$ cat src/rtl/muldiv_unit_pkg.sv
// Shared RISC-V defines: ALU op codes and the M-extension mul/div op encoding.
package muldiv_unit_pkg;

  localparam logic [3:0] ALU_OP_ADD  = 4'd0;
  localparam logic [3:0] ALU_OP_SUB  = 4'd1;
  localparam logic [3:0] ALU_OP_AND  = 4'd2;
  localparam logic [3:0] ALU_OP_OR   = 4'd3;
  localparam logic [3:0] ALU_OP_XOR  = 4'd4;
  localparam logic [3:0] ALU_OP_SLL  = 4'd5;
  localparam logic [3:0] ALU_OP_SRL  = 4'd6;
  localparam logic [3:0] ALU_OP_SRA  = 4'd7;

  typedef enum logic [2:0] {
    MD_MUL    = 3'd0,
    MD_MULH   = 3'd1,
    MD_MULHSU = 3'd2,
    MD_MULHU  = 3'd3,
    MD_DIV    = 3'd4,
    MD_DIVU   = 3'd5,
    MD_REM    = 3'd6,
    MD_REMU   = 3'd7
  } md_op_e;

  function automatic logic md_is_div(input md_op_e op);
    return op[2];
  endfunction

endpackage

$ cat src/rtl/muldiv_step.sv
// One radix-2 iteration: shift-add for multiply, restoring shift-subtract for divide.
module muldiv_step #(
  parameter int XLEN = 32
) (
  input  logic            is_div_i,
  input  logic [XLEN-1:0] hi_i,
  input  logic [XLEN-1:0] lo_i,
  input  logic [XLEN-1:0] m_i,
  output logic [XLEN-1:0] hi_o,
  output logic [XLEN-1:0] lo_o
);

  logic [XLEN:0] sum;
  logic [XLEN:0] sh;
  logic          ge;

  always_comb begin
    sum  = {1'b0, hi_i} + (lo_i[0] ? {1'b0, m_i} : '0);
    sh   = {hi_i, lo_i[XLEN-1]};
    ge   = (sh >= {1'b0, m_i});
    hi_o = '0;
    lo_o = '0;
    if (is_div_i) begin
      // Partial remainder stays below the divisor, so the XLEN-bit difference is exact.
      hi_o = ge ? (sh[XLEN-1:0] - m_i) : sh[XLEN-1:0];
      lo_o = {lo_i[XLEN-2:0], ge};
    end else begin
      {hi_o, lo_o} = {sum, lo_i[XLEN-1:1]};
    end
  end

endmodule

$ cat src/rtl/muldiv_unit.sv
// Iterative RV32M/RV64M multiply/divide unit: one bit per cycle on magnitudes, sign fixup at the end.
module muldiv_unit
  import muldiv_unit_pkg::*;
#(
  parameter int XLEN  = 32,
  parameter int CNT_W = $clog2(XLEN) + 1
) (
  input  logic            clk,
  input  logic            rst_n,
  input  logic            in_valid,
  output logic            in_ready,
  input  logic [2:0]      in_op,
  input  logic [XLEN-1:0] in_a,
  input  logic [XLEN-1:0] in_b,
  input  logic            flush,
  output logic            out_valid,
  input  logic            out_ready,
  output logic [XLEN-1:0] out_result,
  output logic            busy
);

  typedef enum logic [1:0] {S_IDLE, S_CALC, S_DONE} state_e;

  localparam logic [XLEN-1:0] MIN_NEG = {1'b1, {(XLEN-1){1'b0}}};

  state_e          state_q, state_d;
  md_op_e          op_q, op_d, op_in;
  logic [XLEN-1:0] hi_q, hi_d, lo_q, lo_d, m_q, m_d, res_q, res_d;
  logic            neg_q, neg_d;
  logic [CNT_W-1:0] cnt_q, cnt_d;

  logic            accept, sa, sb, a_neg, b_neg, div_zero, ovf;
  logic [XLEN-1:0] a_mag, b_mag, hi_s, lo_s, fin;

  muldiv_step #(.XLEN(XLEN)) u_step (
    .is_div_i (md_is_div(op_q)),
    .hi_i     (hi_q),
    .lo_i     (lo_q),
    .m_i      (m_q),
    .hi_o     (hi_s),
    .lo_o     (lo_s)
  );

  assign in_ready   = (state_q == S_IDLE);
  assign busy       = (state_q != S_IDLE);
  assign out_valid  = (state_q == S_DONE);
  assign out_result = out_valid ? res_q : '0;
  assign op_in      = md_op_e'(in_op);
  assign accept     = in_valid && in_ready && !flush;

  // Operand preparation for an incoming request.
  always_comb begin
    sa       = (op_in == MD_MULH) || (op_in == MD_MULHSU) || (op_in == MD_DIV) || (op_in == MD_REM);
    sb       = (op_in == MD_MULH) || (op_in == MD_DIV) || (op_in == MD_REM);
    a_neg    = sa && in_a[XLEN-1];
    b_neg    = sb && in_b[XLEN-1];
    a_mag    = a_neg ? (~in_a + 1'b1) : in_a;
    b_mag    = b_neg ? (~in_b + 1'b1) : in_b;
    div_zero = md_is_div(op_in) && (in_b == '0);
    ovf      = ((op_in == MD_DIV) || (op_in == MD_REM)) && (in_a == MIN_NEG) && (in_b == '1);
  end

  // Final result selection and sign correction from the last step's outputs.
  always_comb begin
    fin = '0;
    unique case (op_q)
      MD_MUL:                     fin = lo_s;
      MD_MULH, MD_MULHSU, MD_MULHU:
        // High half of -P: invert high word, carry in only if the low word is zero.
        fin = neg_q ? (~hi_s + XLEN'(lo_s == '0)) : hi_s;
      MD_DIV, MD_DIVU:            fin = neg_q ? (~lo_s + 1'b1) : lo_s;
      MD_REM, MD_REMU:            fin = neg_q ? (~hi_s + 1'b1) : hi_s;
      default:                    fin = '0;
    endcase
  end

  always_comb begin
    state_d = state_q;
    op_d    = op_q;
    hi_d    = hi_q;
    lo_d    = lo_q;
    m_d     = m_q;
    res_d   = res_q;
    neg_d   = neg_q;
    cnt_d   = cnt_q;
    unique case (state_q)
      S_IDLE: begin
        if (accept) begin
          op_d = op_in;
          if (div_zero || ovf) begin
            state_d = S_DONE;
            cnt_d   = '0;
            if (div_zero) res_d = (op_in == MD_DIV || op_in == MD_DIVU) ? '1 : in_a;
            else          res_d = (op_in == MD_DIV) ? in_a : '0;
          end else begin
            state_d = S_CALC;
            cnt_d   = CNT_W'(XLEN);
            hi_d    = '0;
            lo_d    = md_is_div(op_in) ? a_mag : b_mag;
            m_d     = md_is_div(op_in) ? b_mag : a_mag;
            unique case (op_in)
              MD_MULH, MD_DIV: neg_d = a_neg ^ b_neg;
              MD_MULHSU, MD_REM: neg_d = a_neg;
              default: neg_d = 1'b0;
            endcase
          end
        end
      end
      S_CALC: begin
        hi_d  = hi_s;
        lo_d  = lo_s;
        cnt_d = cnt_q - 1'b1;
        if (cnt_q == CNT_W'(1)) begin
          state_d = S_DONE;
          res_d   = fin;
        end
      end
      S_DONE: if (out_ready) state_d = S_IDLE;
      default: state_d = S_IDLE;
    endcase
    if (flush) state_d = S_IDLE;
  end

  always_ff @(posedge clk or negedge rst_n) begin
    if (!rst_n) begin
      state_q <= S_IDLE;
      op_q    <= MD_MUL;
      hi_q    <= '0;
      lo_q    <= '0;
      m_q     <= '0;
      res_q   <= '0;
      neg_q   <= 1'b0;
      cnt_q   <= '0;
    end else begin
      state_q <= state_d;
      op_q    <= op_d;
      hi_q    <= hi_d;
      lo_q    <= lo_d;
      m_q     <= m_d;
      res_q   <= res_d;
      neg_q   <= neg_d;
      cnt_q   <= cnt_d;
    end
  end

endmodule

$ cat config.mk
export PLATFORM = sky130hd
export DESIGN_NAME = muldiv_unit
export DESIGN_NICKNAME = d
export VERILOG_FILES = /design/src/rtl/muldiv_unit_pkg.sv /design/src/rtl/muldiv_step.sv /design/src/rtl/muldiv_unit.sv
export SDC_FILE = /design/constraint.sdc
export NUM_CORES = 1
export LEC_CHECK = 0
export ABC_AREA = 1
export BUFFER_PORTS_ARGS = -buffer_cell sky130_fd_sc_hd__buf_2
export CELL_PAD_IN_SITES_DETAIL_PLACEMENT = 0
export CELL_PAD_IN_SITES_GLOBAL_PLACEMENT = 1
export CORE_MARGIN = 8
export CORE_UTILIZATION = 43
export CTS_CLUSTER_SIZE = 24
export DETAILED_ROUTE_END_ITERATION = 8
export PLACE_DENSITY = 0.85
export SYNTH_ARGS = -nofsm -noshare
export SYNTH_HDL_FRONTEND = slang
export SYNTH_SLANG_ARGS = --single-unit
$ cat constraint.sdc
create_clock -name clk -period 5.7 [get_ports clk]
set_input_delay 0.57 -clock clk [delete_from_list [all_inputs] [get_ports clk]]
set_output_delay 0.57 -clock clk [all_outputs]
set_load 0.05 [all_outputs]
==> results_dict.tcl <==
set metrics [dict create \
    fmax_ghz 0.193 \
    required_ns 6.11 \
    synthToLayoutAreaGrowth_pct 8.77 \
    rr_startpoint "hi_q[18]" \
    critPathMaxStageDelay_ns 0.41 \
    die_h_um 223 \
    ys_types 55 \
    holdBufCountCts 0 \
    synthFlopType "dfrtp_1" \
    start_util_pct 43.7 \
    nFillCells 4644 \
    outcome "finished, final reports clean" \
    dieArea_um2 49600 \
    cts.sinks 140 \
    avgSynthCellArea_um2 5.70 \
    synth_top_area_share_pct 19.1 \
    maxSlewViolCount 0 \
    yosys.area.top_type "dfrtp_1" \
    startpoint_type "register" \
    synthTopCellsByArea "dfrtp_1 (19%), nand2_1 (18%), inv_1 (10%)" \
    p_leak_nw 10.5 \
    synthAdderAreaFrac_pct 5.19 \
    syn_nets 3369 \
    grtUsageTotal_pct 34.3 \
    crit_path_end_kind "register" \
    final.min_clock_period_ns 5.18 \
    synth_top_family_by_area "simple AND/OR/NAND/NOR gates" \
    port-buffer-count 106 \
    yosysWarningCount 0 \
    numPlacedInstances 3787 \
    root_buffer "clkbuf_16" \
    grt_pass1_wl_mm 130 \
    num_vias 22155 \
    final_common_cell "nand2_1" \
    total_power_mw 15.0 \
    synth_seq_cells 140 \
    crit_arrival_ns 5.59 \
    crit_type "reg -> reg" \
    r2r_cells 30 \
    synth-async-reset-ratio_pct 100 \
    crit_start "hi_q[18]" \
    drt-total-wl_mm 86.9 \
    synth.mux.area_fraction_pct 0.0545 \
    ant_nets 0 \
    hold_class "in -> async" \
    std_cell_rows 75 \
    final_cells 3819 \
    drtPass1Iterations 6 \
    finalHoldViolations 0 \
    cts_tree "yes" \
    reg2reg_to "res_q[22]" \
    rsz0062_at_grt "false" \
    vias_per_cell 5.80 \
    cp_slowest_cell "dfrtp_1" \
    worstMarginPinSlew_ns 1.27 \
    setup_ws_ns 0.520 \
    dp_slack_ns 0.485 \
    final_nets 3414 \
    setup_viol 0 \
    crit_top_cell "nand2_1" \
    ys_seq_area_share_pct 19.1 \
    cts.clk_slew.worst_paths_ns 0.07 \
    ios 107 \
    regToRegSetupSlack_ns 0.52 \
    clock_skew_ns 0.0165 \
    finalSetupTns_ns 0 \
    synth_edf_count 0 \
    final_cell_mix "nand2_1 (869), inv_1 (490), nor2_1 (341), nand3_1 (265), o21ai_0 (251)" \
    grt_antenna_before_repair 3 \
    layout-drive-gt1-share_pct 9.57 \
    cp_max_fo 8 \
    netlist_area_um2 18400 \
    grt_max_degree 82 \
    grt_pass1_vias 21039 \
    dpl.hpwl_mm 69.9 \
    period_share_pct 90.9 \
    cts_max_path_buffers 2 \
    cts_max_level 4 \
    drt_iter0_drc 2525 \
    slew_headroom_pct 14.5 \
    drc 0 \
    cap_violations 0 \
    synthCells 3222 \
    place_congestion 1.03 \
    die_x_um 223 \
    clk_latency_ns 0.49 \
    synth-simple-area-share_pct 40.3 \
    synth-compound-area-share_pct 17.8 \
    wire_per_inst_um 22.8 \
    cellPowerDensity_nw_per_um2 750 \
    synth-xor-area-share_pct 4.53 \
    peakVddDrop_mv 0.370 \
    cts-buffers-inserted 17 \
    num_antenna_cells 0 \
    core_um2 42000 \
    overflow 0 \
]
-- worst max-delay path: cells and delay by family (launching register included) --
family	cells	cell delay, ns
buffers and inverters	2	0.18
DFF	1	0.41
AOI/OAI and AO/OA	4	0.80
and+or+nand+nor	21	2.94
adders and majority gates	3	0.78
-- sequential cells by signal, summed over array words and instances, names as in the netlist --
signal / count
lo_q: 32
hi_q: 32
m_q: 32
res_q: 32
neg_q: 1
cnt_q: 6
state_q: 2
op_q: 3
-- worst max-delay path by stage --
stage	end	cells past startpoint
3_3_place_gp	res_q[22]	30
4_1_cts	res_q[22]	30
6_report	res_q[22]	30
5_1_grt	res_q[22]	32
2_1_floorplan	res_q[30]	34
3_5_place_dp	res_q[22]	32
-- cell type report --
cell class	instances	area, um2	area share, %
Inverter	505	1900	9.48
Tap cell	539	674	3.37
Clock buffer	18	439	2.20
Sequential cell	140	3510	17.5
Multi-Input combinational cell	2461	12500	62.6
Clock inverter	14	158	0.789
Timing Repair Buffer	142	807	4.04
-- metrics by stage --
| step | util (%) | instance area [um2] | hold WS [ns] |
|---|---|---|---|
| 2_1_floorplan | - | 18400 | 0.274 |
| 3_3_place_gp | 46.1 | 19400 | 0.470 |
| 3_5_place_dp | 46.1 | 19400 | 0.473 |
| 4_1_cts | 47.5 | 20000 | 0.186 |
| 5_1_grt | 47.5 | 20000 | 0.226 |
| 6_report | 47.5 | 20000 | 0.130 |
-- repair_timing --
action	CTS	global route
setup endpoints to repair	0	19
buffers inserted	0	0
gates resized for setup	0	2
-- cell families (layout without fill, tap and decap cells) --
logic type                 Yosys count  count (layout)
adders and majority gates           75              75
buffers and inverters              621             679
and+or+nand+nor                   1694            1694
xor gates and xnor gates            95              95
AOI/OAI and AO/OA                  596             596
DFF                                140             140
muxes                                1               1
-- synth_stat cells (3+ instances only) --
cell type  instances
nand2_1          869
inv_1            490
nor2_1           344
nand3_1          265
o21ai_0          251
a21oi_1          204
dfrtp_1          140
clkbuf_1          77
ha_1              73
xor2_1            63
nand2_2           37
nand4_1           37
o22ai_1           36
o211ai_1          34
nor3_1            33
xnor2_1           32
buf_2             22
nor2_2            22
nand3b_1          18
or2_2             15
nor2_4            14
a31oi_1           13
buf_1             13
inv_2             13
nor4_1            13
o21ai_1           11
o31ai_1            9
nand2_4            8
nand3_2            8
o21a_1             6
o21bai_1           6
a21oi_2            5
a22oi_1            5
a21o_1             4
and2_1             4
o2111ai_1          3
-- where the power goes --
group | switching, mW | internal [mW]
clock network | 0.548 | 0.664
logic | 8.64 | 3.32
registers | 0.383 | 1.45
total | 9.57 | 5.44
-- metal layers --
metal,share of wire [%],global-route usage [%],wire (um)
met5,0.013,0,11
met4,8.3,25.4,7240
met3,8.6,6.99,7500
met2,45,54.5,38800
met1,38,40.8,33400
Power figures use the tool's default switching activity.
